==> src/rtl/deserializador_serie.sv <==
// ============================================================================
// Module   : deserializador_serie
// Brief    : Serial-to-parallel frame collector with a one-entry valid/ready
//            output register, abort/overrun flags and a saturating error count.
// Revision : 1.0
// ============================================================================
`default_nettype none

module deserializador_serie #(
    parameter int N         = 4,
    parameter int LSB_FIRST = 1,
    parameter int ERRW      = 8
) (
    input  logic            i_clk,
    input  logic            i_rst,
    input  logic            i_bit,
    input  logic            i_bit_valid,
    input  logic            i_start,
    input  logic            i_ready,
    output logic [N-1:0]    o_data,
    output logic            o_valid,
    output logic            o_busy,
    output logic            o_frame_err,
    output logic            o_overrun,
    output logic [ERRW-1:0] o_err_count
);

    localparam int              CW        = $clog2(N);
    localparam logic [CW-1:0]   C_LAST    = CW'(N - 1);
    localparam logic [ERRW-1:0] C_ERR_MAX = '1;

    typedef enum logic [0:0] {
        IDLE  = 1'b0,
        SHIFT = 1'b1
    } state_t;

    state_t          r_state;
    logic [CW-1:0]   r_cnt;
    logic [N-1:0]    r_shift;
    logic [N-1:0]    r_data;
    logic            r_valid;
    logic            r_frame_err;
    logic            r_overrun;
    logic [ERRW-1:0] r_err_count;

    logic            w_take;
    logic            w_abort;
    logic            w_done;
    logic            w_drop;
    logic [CW-1:0]   w_idx;
    logic [CW-1:0]   w_pos;
    logic [N-1:0]    w_word;

    always_comb begin
        w_take  = i_bit_valid && (i_start || (r_state == SHIFT));
        w_abort = i_bit_valid && i_start && (r_state == SHIFT);
        // A start marker always makes the current bit the first of a new frame.
        w_idx   = i_start ? '0 : r_cnt;
        w_pos   = (LSB_FIRST != 0) ? w_idx : (C_LAST - w_idx);
        w_word  = i_start ? '0 : r_shift;
        w_word[w_pos] = i_bit;
        w_done  = w_take && !i_start && (r_cnt == C_LAST);
        w_drop  = w_done && r_valid && !i_ready;
    end

    always_ff @(posedge i_clk or posedge i_rst) begin
        if (i_rst) begin
            r_state     <= IDLE;
            r_cnt       <= '0;
            r_shift     <= '0;
            r_data      <= '0;
            r_valid     <= 1'b0;
            r_frame_err <= 1'b0;
            r_overrun   <= 1'b0;
            r_err_count <= '0;
        end else begin
            r_frame_err <= w_abort;
            r_overrun   <= w_drop;

            if (w_take) begin
                r_shift <= w_word;
                r_cnt   <= w_done ? '0 : (w_idx + CW'(1));
                r_state <= w_done ? IDLE : SHIFT;
            end

            if ((w_abort || w_drop) && (r_err_count != C_ERR_MAX)) begin
                r_err_count <= r_err_count + ERRW'(1);
            end

            // A completion can load only if the slot is empty or drains this edge.
            if (w_done && (!r_valid || i_ready)) begin
                r_data  <= w_word;
                r_valid <= 1'b1;
            end else if (r_valid && i_ready) begin
                r_valid <= 1'b0;
            end
        end
    end

    assign o_data      = r_data;
    assign o_valid     = r_valid;
    assign o_busy      = (r_state == SHIFT);
    assign o_frame_err = r_frame_err;
    assign o_overrun   = r_overrun;
    assign o_err_count = r_err_count;

endmodule

`default_nettype wire

==> config.mk <==
export PLATFORM = sky130hd
export DESIGN_NAME = deserializador_serie
export DESIGN_NICKNAME = d
export VERILOG_FILES = /design/src/rtl/deserializador_serie.sv
export SDC_FILE = /design/constraint.sdc
export NUM_CORES = 1
export LEC_CHECK = 0
export ABC_AREA = 1
export CAP_MARGIN = 25
export CELL_PAD_IN_SITES_DETAIL_PLACEMENT = 1
export CELL_PAD_IN_SITES_GLOBAL_PLACEMENT = 2
export CORE_ASPECT_RATIO = 1.75
export CORE_MARGIN = 2
export CORE_UTILIZATION = 27
export DETAILED_ROUTE_END_ITERATION = 8
export HOLD_SLACK_MARGIN = 0.15
export PLACE_DENSITY = 0.76
export SETUP_SLACK_MARGIN = 0.15
export SYNTH_ARGS = -nofsm -noshare
export SYNTH_HDL_FRONTEND = slang
export SYNTH_SLANG_ARGS = --single-unit
==> constraint.sdc <==
create_clock -name i_clk -period 1.2 [get_ports i_clk]
set_clock_uncertainty 0.05 [all_clocks]
set_input_delay 0.24 -clock i_clk [delete_from_list [all_inputs] [get_ports i_clk]]
set_output_delay 0.24 -clock i_clk [all_outputs]
set_load 0.02 [all_outputs]
Word level (Yosys, flattened, before mapping). Index checks and enable logic that the tools add are counted.

Memories kept: 0. Input port bits: 6. Logic and storage cells: 41. Latch bits: 0. Flip-flop bits (word level): 22. Memory bits (writable): 0. Memory bits (read-only): 0.

Bitwise logic cells: 0. Add/sub/neg operators: 2. Reduce and logical (&&, ||, !) cells: 18. Shift-type cells: 0. Divide/modulo/power cells: 0. Multiply operators: 0. $lt $le $gt $ge: 2. Muxes and demuxes: 9. Eq/ne operators: 2.

Operators with widths (number): $logic_and 1x1->1 (11); $add 8x1->8 const B (1); $ne 8x8->1 const B (1); $bwmux 4 (1); $mux 1 (4); $mux 2 (2); $mux 4 (1); $logic_not 1->1 (3); $logic_or 1x1->1 (3); $lt 2x3->1 const B (1); $add 2x1->2 const B (1); $demux 1 s2 (1); $eq 2x2->1 const B (1); $ge 2x1->1 const B (1); $reduce_bool 2->1 (1).

Depth between registers and ports, before layout. Gate-level depths: netlist (run 1).

Word-level depth: 8. Gate-level depth with buffers: 8. Depth with buffers taken out: 8.

Worst setup path before layout (run 1). No wires, ideal clock.

Path kind: register to register. Start: reg r_err_count[0] (netlist: o_err_count[0]). End: reg r_err_count[6] (netlist: o_err_count[6]). Library setup time: 65 ps. Data required time: 1085 ps. Path buffers: 0. Clock period less this slack: 1440 ps. Arrival time: 1325 ps. Cell stages (with the launch flop): 8. Setup slack: -240 ps. Cell sequence: dfrtp_1 -> ha_1 -> nand3_2 -> nor2_4 -> nand3_4 -> nand2_4 -> nand2_1 -> nand2_1.

Cells in the longest elaborated chain, start to end: 2.

Ends and longest elaborated chain: from (decl) (line 44) `logic [ERRW-1:0] r_err_count;`; from (signal assigned) (line 87) `r_err_count <= r_err_count + ERRW'(1);`; parallel branches: the longest is 2 deep, another holds $add 8x1->8.

Parallel ways; which one is timed is not known. A chain may end at the register's enable or synchronous reset.

Final worst setup path (run 1).
Start: reg r_err_count[0] (netlist: o_err_count[0]). End: reg r_err_count[1] (netlist: o_err_count[1]).

Same word-level chain as after synthesis.

==> impl_metrics.csv, run 1 <==
group,metric,value,unit
global_routing,grt_max_degree,23,
power_and_ir_drop,p_int,2130,uW
placement,gp_congestion,0.707,
worst_setup_path,crit_fanout,8,
sta,post-route-period-util,107,%
power_and_ir_drop,seqPwrFrac,31.8,%
worst_setup_path,rrSetupSlack,-0.09,ns
global_routing,top_usage_layer,"met2",
run_status,violations,"negative setup slack",
worst_setup_path,crit_chain,"ha_4 > nand3_4 > nor2_4 > nand3_4 > nand2_4 > nand2_2 > nand2_2",
route,drcViolationCount,0,
placement,pre_cts_slack,-0.551,ns
die,die_w,54.3,um
finish,final_common_cell,"nand2_1",
sta,hold_viol,0,
cts,cts_root_buf,"clkbuf_8",
cts,numCtsBuffers,3,
finish,multi_input_area,781,um2
sta,setup_viol,17,
synthesis,ys_ff_latch,22,
global_routing,grt_pass1_wl,6070,um
worst_setup_path,r2r-start,"o_err_count[0]$_DFFE_PP0P_",
die,initial_core_util,27.7,%
placement,io_buffers,21,
die,io_pins,22,
power_and_ir_drop,p_per_area,1570,nW/um2
worst_setup_path,startpoint,"o_err_count[0]$_DFFE_PP0P_",
finish,syn2layout_area_growth,73.6,%
worst_setup_path,endpoint_kind,"flip-flop",
worst_setup_path,crit_family,"simple AND/OR/NAND/NOR gates",
global_routing,antenna_found_initial,0,
finish,nFillCells,524,
cts,clkLatencyLatePin,0.27,ns
sta,relSlewSlack,76.8,%
worst_setup_path,required,1.36,ns
sta,slew_viol_final,0,
route,antenna_left,0,
min_path,min_path_type,"input pin to asynchronous set/reset pin",
sta,fin_ws,-0.0894,ns
run_status,outcome,"complete, but fails checks",
synthesis,ys_types,19,
cts,path_clk_slew,0.09,ns
route,drt_iter0_markers,13,
die,core_area,4320,um2
sta,fmax,776,MHz
die,core.rowCount,32,
sta,tightest_slew,0.348,ns
synthesis,syn_avg_cell_area,8.25,um2
route,num_vias,1178,
global_routing,grt_util_met3,1.63,%
global_routing,globalRouteMet1Util,18.8,%
cts,cts_max_level,1,
worst_setup_path,arrival,1.45,ns
worst_setup_path,cp_slowest_cell,"dfrtp_2",
sta,fin_crit,1.29,ns
route,routed_wl,3550,um
cts,clock_path_buffers,2,
finish,antenna_cells,0,
finish,drive_gt1_share,52.2,%
worst_setup_path,critPathKind,"flip-flop to flip-flop",
power_and_ir_drop,p_sw_share,34.7,%
die,dieArea,5000,um2
cts,cts.sinks,22,
power_and_ir_drop,power_frac_comb,46.2,%
route,vias_per_cell,4.57,
placement,dp.cells,241,
worst_setup_path,start_kind,"flip-flop",
finish,fin_cells,258,
power_and_ir_drop,p_sw,1130,uW
finish,nNetsFinal,219,
power_and_ir_drop,peakVddDrop,769,uV
synthesis,synth.cell_area,1200,um2
synthesis,synthCells,145,
worst_setup_path,r2r-end,"o_err_count[1]$_DFFE_PP0P_",
power_and_ir_drop,power_frac_clock,22.0,%
placement,dp_hpwl,2620,um
finish,final_cell_mix,"nand2_1 (47), buf_4 (29), buf_6 (21)",
worst_setup_path,endpoint,"o_err_count[1]$_DFFE_PP0P_",
worst_setup_path,critPathMaxStageDelay,0.41,ns
sta,rsz0062_at_grt,"yes",
worst_setup_path,cp.depth,7,
power_and_ir_drop,leakage,0.00103,uW
global_routing,grt_pass1_vias,1327,
die,die_y,92.1,um
cts,ctsHoldBuffers,0,
synthesis,yosys_warnings,0,
cts,cts_tree,"yes",
worst_setup_path,worst-path-buf-inv,0,
synthesis,ys_seq_area_share,46.0,%
global_routing,grt_usage,16.4,%
global_routing,grt-ovfl-total,0,
route,firstDrtPassIters,4,
route,wl_per_cell,13.8,um
global_routing,gr-usage-met2,29.7,%
synthesis,syn_nets,156,
worst_setup_path,reg2reg_depth,7,
job,cap_violations,0,
finish,ff_latch_area,556,um2
how the worst min path moves through the flow:
stage / slack [ns] / end / start / cells past startpoint
after floorplan: 0.18 / o_data[0]$_DFFE_PP0P_ / i_rst / 1
after global placement: 0.41 / o_data[0]$_DFFE_PP0P_ / o_data[0]$_DFFE_PP0P_ / 2
after detailed placement: 0.42 / o_data[0]$_DFFE_PP0P_ / o_data[0]$_DFFE_PP0P_ / 2
after CTS: 0.25 / o_err_count[5]$_DFFE_PP0P_ / i_rst / 3
after global routing: 0.26 / o_data[3]$_DFFE_PP0P_ / i_rst / 3
final: 0.23 / o_data[3]$_DFFE_PP0P_ / i_rst / 3
metrics by stage:
step           cell area [um2]  TNS, ns  power [uW]  hold WS (ns)  util [%]
2_1_floorplan             1300   -0.857        1650         0.179         -
3_3_place_gp              1760   -10.05        2220         0.407      40.8
3_5_place_dp              1760   -11.19        2270         0.424      40.8
4_1_cts                   2010    -1.34        3170         0.246      46.6
5_1_grt                   2080    -2.55        3480         0.263      48.0
6_report                  2080    -1.11        3260         0.232      48.0
synthesized netlist by cell type:
cell,count,share of area (%)
nand3_4,2,2.9
nand3_2,1,0.84
nand2_2,1,0.52
xnor2_1,2,1.5
nand3_1,14,5.9
inv_1,16,5.0
o21ai_1,1,0.42
o21ai_0,9,3.8
inv_2,1,0.31
nand2_1,57,18
ha_1,5,5.2
nand2_8,1,1.7
nor2_1,7,2.2
nand2_4,2,1.9
dfrtp_1,22,46
nand3b_1,1,0.63
nor2_8,1,1.7
nor2_4,1,0.94
xor2_1,1,0.73
worst register-to-register path: stages, from the launching register on:
cell and delay (ns):
dfrtp_2 0.41, ha_4 0.17, nand3_4 0.08, nor2_4 0.14, nand3_4 0.12, nand2_4 0.13, nand2_2 0.07, nand2_2 0.05
state kept, by name, indices dropped and copies added (netlist names):
register     count
o_overrun        1
r_shift          4
r_cnt            2
o_err_count      8
o_valid          1
o_frame_err      1
o_data           4
o_busy           1
cells by family after synthesis:
family                   Yosys count  synth area share, %
XOR/XNOR                           3                 2.20
buffers and inverters             17                 5.33
adder cells (fa/ha/maj)            5                 5.23
AND/OR/NAND/NOR                   88                 37.0
flip-flops                        22                 46.0
AO/OA/AOI/OAI                     10                 4.18
timing repair:
| item | in CTS | in global routing |
|---|---|---|
| buffers inserted | 8 | 4 |
| pin swaps | 10 | 2 |
| cloned | 1 | 0 |
| endpoints found under the setup margin | 38 | 37 |
| gates resized for setup | 121 | 14 |
layout make-up:
cell class | instances | area share [%]
repair buffers | 57 | 25.8
well taps | 51 | 3.07
clock buffers | 3 | 1.99
clock inverters | 1 | 1.45
inverters | 17 | 3.31
flip-flops and latches | 22 | 26.7
multi-input cells | 107 | 37.6
power groups by stage:
stage                     Sequential (uW)  Combinational, uW  Clock [uW]
after global routing                 1060               1650         766
after floorplan                      1200                443           0
after global placement               1020               1190           0
final                                1040               1500         718
after detailed placement             1030               1240           0
after CTS                            1030               1410         730
metal layers:
layer / part of all wire (%) / up-vias
met1: 37 / 573
met3: 2.1 / 6
li1: - / 579
met4: 1.6 / 0
met5: 0 / -
met2: 59 / 20
(Power assumes the default switching activity.)
==> run 2: changes to the inputs <==
--- a/config.mk
+++ b/config.mk
@@ -12,6 +12,7 @@
 export CORE_ASPECT_RATIO = 1.75
 export CORE_MARGIN = 2
 export CORE_UTILIZATION = 27
+export CTS_CLUSTER_SIZE = 14
 export DETAILED_ROUTE_END_ITERATION = 8
 export HOLD_SLACK_MARGIN = 0.15
 export PLACE_DENSITY = 0.76
==> results of run 2 <==
No change in the layout: final DEF, timing and power equal those of run 1.
==> run 3: changes to the inputs <==
--- a/config.mk
+++ b/config.mk
@@ -10,7 +10,6 @@
 export CELL_PAD_IN_SITES_DETAIL_PLACEMENT = 1
 export CELL_PAD_IN_SITES_GLOBAL_PLACEMENT = 2
 export CORE_ASPECT_RATIO = 1.75
-export CORE_MARGIN = 2
 export CORE_UTILIZATION = 27
 export CTS_CLUSTER_SIZE = 14
 export DETAILED_ROUTE_END_ITERATION = 8
==> run 3 against run 2 <==
The run still ends with negative setup slack left. Flip-flop and latch count unchanged. Count of clock-buffer cells in the layout up 1. Combinational power up 9%. Cell count up 1.6%. Sequential share of layout area down 1.7 points. Maximum frequency down 5.0%. Critical path depth up 2. Worst setup slack worse by 0.068 ns. Die area down 5.8%. Critical path type unchanged. Largest cell class unchanged.
==> impl_metrics.csv, run 3 (synthesis gave the netlist of run 1 again) <==
group,metric,value,unit
finish,final_cell_mix,"nand2_1 (39), buf_6 (29), buf_4 (28)",
sta,setup_tns,-2.35,ns
global_routing,grt_max_degree,23,
global_routing,grt_pass1_vias,1298,
cts,cts_max_level,1,
finish,nFillCells,498,
cts,cts.sinks,22,
worst_setup_path,endpoint_kind,"flip-flop",
cts,path_clk_slew,0.08,ns
route,wl_per_cell,14.4,um
cts,numCtsBuffers,3,
die,io_pins,22,
finish,syn2layout_area_growth,85.3,%
route,drcViolationCount,0,
global_routing,grt_pass1_wl,6110,um
sta,hold_viol,0,
cts,cts_root_buf,"clkbuf_8",
worst_setup_path,start_kind,"flip-flop",
sta,worst_hold_slack,0.248,ns
finish,nNetsFinal,225,
die,initial_core_util,28.6,%
power_and_ir_drop,peakVddDrop,811,uV
route,drt_iter0_markers,10,
power_and_ir_drop,p_int,2040,uW
die,die_w,52.3,um
power_and_ir_drop,p_sw,1160,uW
job,cap_violations,0,
finish,antenna_cells,0,
cts,clkLatencyLatePin,0.26,ns
die,die_y,90.1,um
power_and_ir_drop,p_per_area,1440,nW/um2
worst_setup_path,critPathKind,"flip-flop to flip-flop",
global_routing,grt-ovfl-total,0,
finish,drive_gt1_share,59.6,%
global_routing,grt_usage,17.8,%
route,vias_per_cell,4.62,
worst_setup_path,crit_fanout,3,
die,dieArea,4710,um2
placement,dp.cells,240,
worst_setup_path,required,1.31,ns
finish,ff_latch_area,556,um2
cts,clock_path_buffers,2,
power_and_ir_drop,finalPower,3200,uW
sta,rsz0062_at_grt,"yes",
power_and_ir_drop,leakage,0.00109,uW
worst_setup_path,arrival,1.47,ns
placement,dp_hpwl,2640,um
global_routing,antenna_found_initial,0,
route,num_vias,1211,
route,routed_wl,3770,um
run_status,outcome,"complete, but fails checks",
sta,slew_viol_final,0,
placement,io_buffers,21,
sta,post-route-period-util,113,%
route,firstDrtPassIters,4,
sta,fin_ws,-0.157,ns
cts,cts_tree,"yes",
sta,setup_viol,20,
run_status,violations,"negative setup slack",
sta,fmax,737,MHz
sta,tightest_slew,0.353,ns
finish,multi_input_area,863,um2
power_and_ir_drop,seqPwrFrac,32.1,%
sta,fin_crit,1.36,ns
finish,fin_cells,262,
sta,relSlewSlack,76.5,%
placement,gp_congestion,0.765,
worst_setup_path,reg2reg_depth,9,
power_and_ir_drop,p_sw_share,36.2,%
die,core.rowCount,31,
die,core_area,4190,um2
finish,largest_register_ffs,8,
min_path,min_path_type,"input pin to asynchronous set/reset pin",
power_and_ir_drop,power_frac_comb,51.3,%
finish,final_common_cell,"nand2_1",
power_and_ir_drop,power_frac_clock,16.5,%
route,antenna_left,0,
==> run 3: changes by cell type in the layout (fill, tap and decap cells not counted), moves of 2 or more <==
cell / delta
buf_6: +8
nor2_4: +2
o21ai_1: -2
inv_1: -2
nand2_4: +4
nand2_2: +3
nand2_1: -8
==> run 3: timing repair <==
| action | 4_1_cts | 5_1_grt |
|---|---|---|
| resized for setup | 119 | 46 |
| hold buffers | 0 | 0 |
| gates cloned | 1 | 0 |
| buffers inserted | 8 | 9 |
| pin swaps | 15 | 7 |
| endpoints found under the setup margin | 38 | 37 |
==> run 3: area by class of cell <==
type | count | share of cell area (%)
inverters | 17 | 3.44
multi-input cells | 107 | 39.0
well taps | 49 | 2.77
repair buffers | 63 | 27.3
flip-flops and latches | 22 | 25.1
clock buffers | 4 | 2.48
==> run 3: through the flow <==
stage	setup WS, ns	utilization [%]	cell area, um2
after CTS	-0.132	47.5	1990
after global placement	-0.495	42.2	1770
final	-0.157	52.9	2220
after detailed placement	-0.554	42.2	1770
after global routing	-0.237	52.9	2220
after floorplan	-0.109	-	1300
==> run 3: routing by layer <==
metal | wire length (um) | global-route usage, % | vias up | share of wire [%]
met3 | 65 | 1.52 | 7 | 1.7
met1 | 1200 | 17.7 | 594 | 32
li1 | - | - | 592 | -
met2 | 2420 | 34.4 | 18 | 64
met5 | 0 | 0 | - | 0
met4 | 82 | 7.46 | 0 | 2.2
==> run 3: power groups by stage <==
stage | clock, uW | sequential (uW) | combinational (uW)
6_report | 529 | 1030 | 1640
5_1_grt | 582 | 1050 | 1760
2_1_floorplan | 0 | 1200 | 443
3_3_place_gp | 0 | 1020 | 1210
4_1_cts | 550 | 1030 | 1370
3_5_place_dp | 0 | 1030 | 1240
==> run 3: final timing paths <==
kind / startpoint / to / slack [ns]
max: r_cnt[0]$_DFFE_PP0N_ / r_shift[1]$_DFFE_PP0N_ / -0.16
min: i_rst / o_data[2]$_DFFE_PP0P_ / 0.25
max reg2reg: r_cnt[0]$_DFFE_PP0N_ / r_shift[1]$_DFFE_PP0N_ / -0.16
min reg2reg: r_shift[2]$_DFFE_PP0N_ / r_shift[2]$_DFFE_PP0N_ / 0.44
max in group asynchronous: i_rst / o_err_count[0]$_DFFE_PP0P_ / 0.70
min in group i_clk: r_shift[2]$_DFFE_PP0N_ / r_shift[2]$_DFFE_PP0N_ / 0.44
==> run 3: worst max-delay path, cell delays in order, from the launching register on <==
cell and delay, ns:
dfrtp_1 0.41, inv_2 0.09, nor2_4 0.06, buf_6 0.13, buf_6 0.10, ha_4 0.17, nand2_4 0.06, o21ai_4 0.06
nand2_1 0.07, nand2_1 0.05
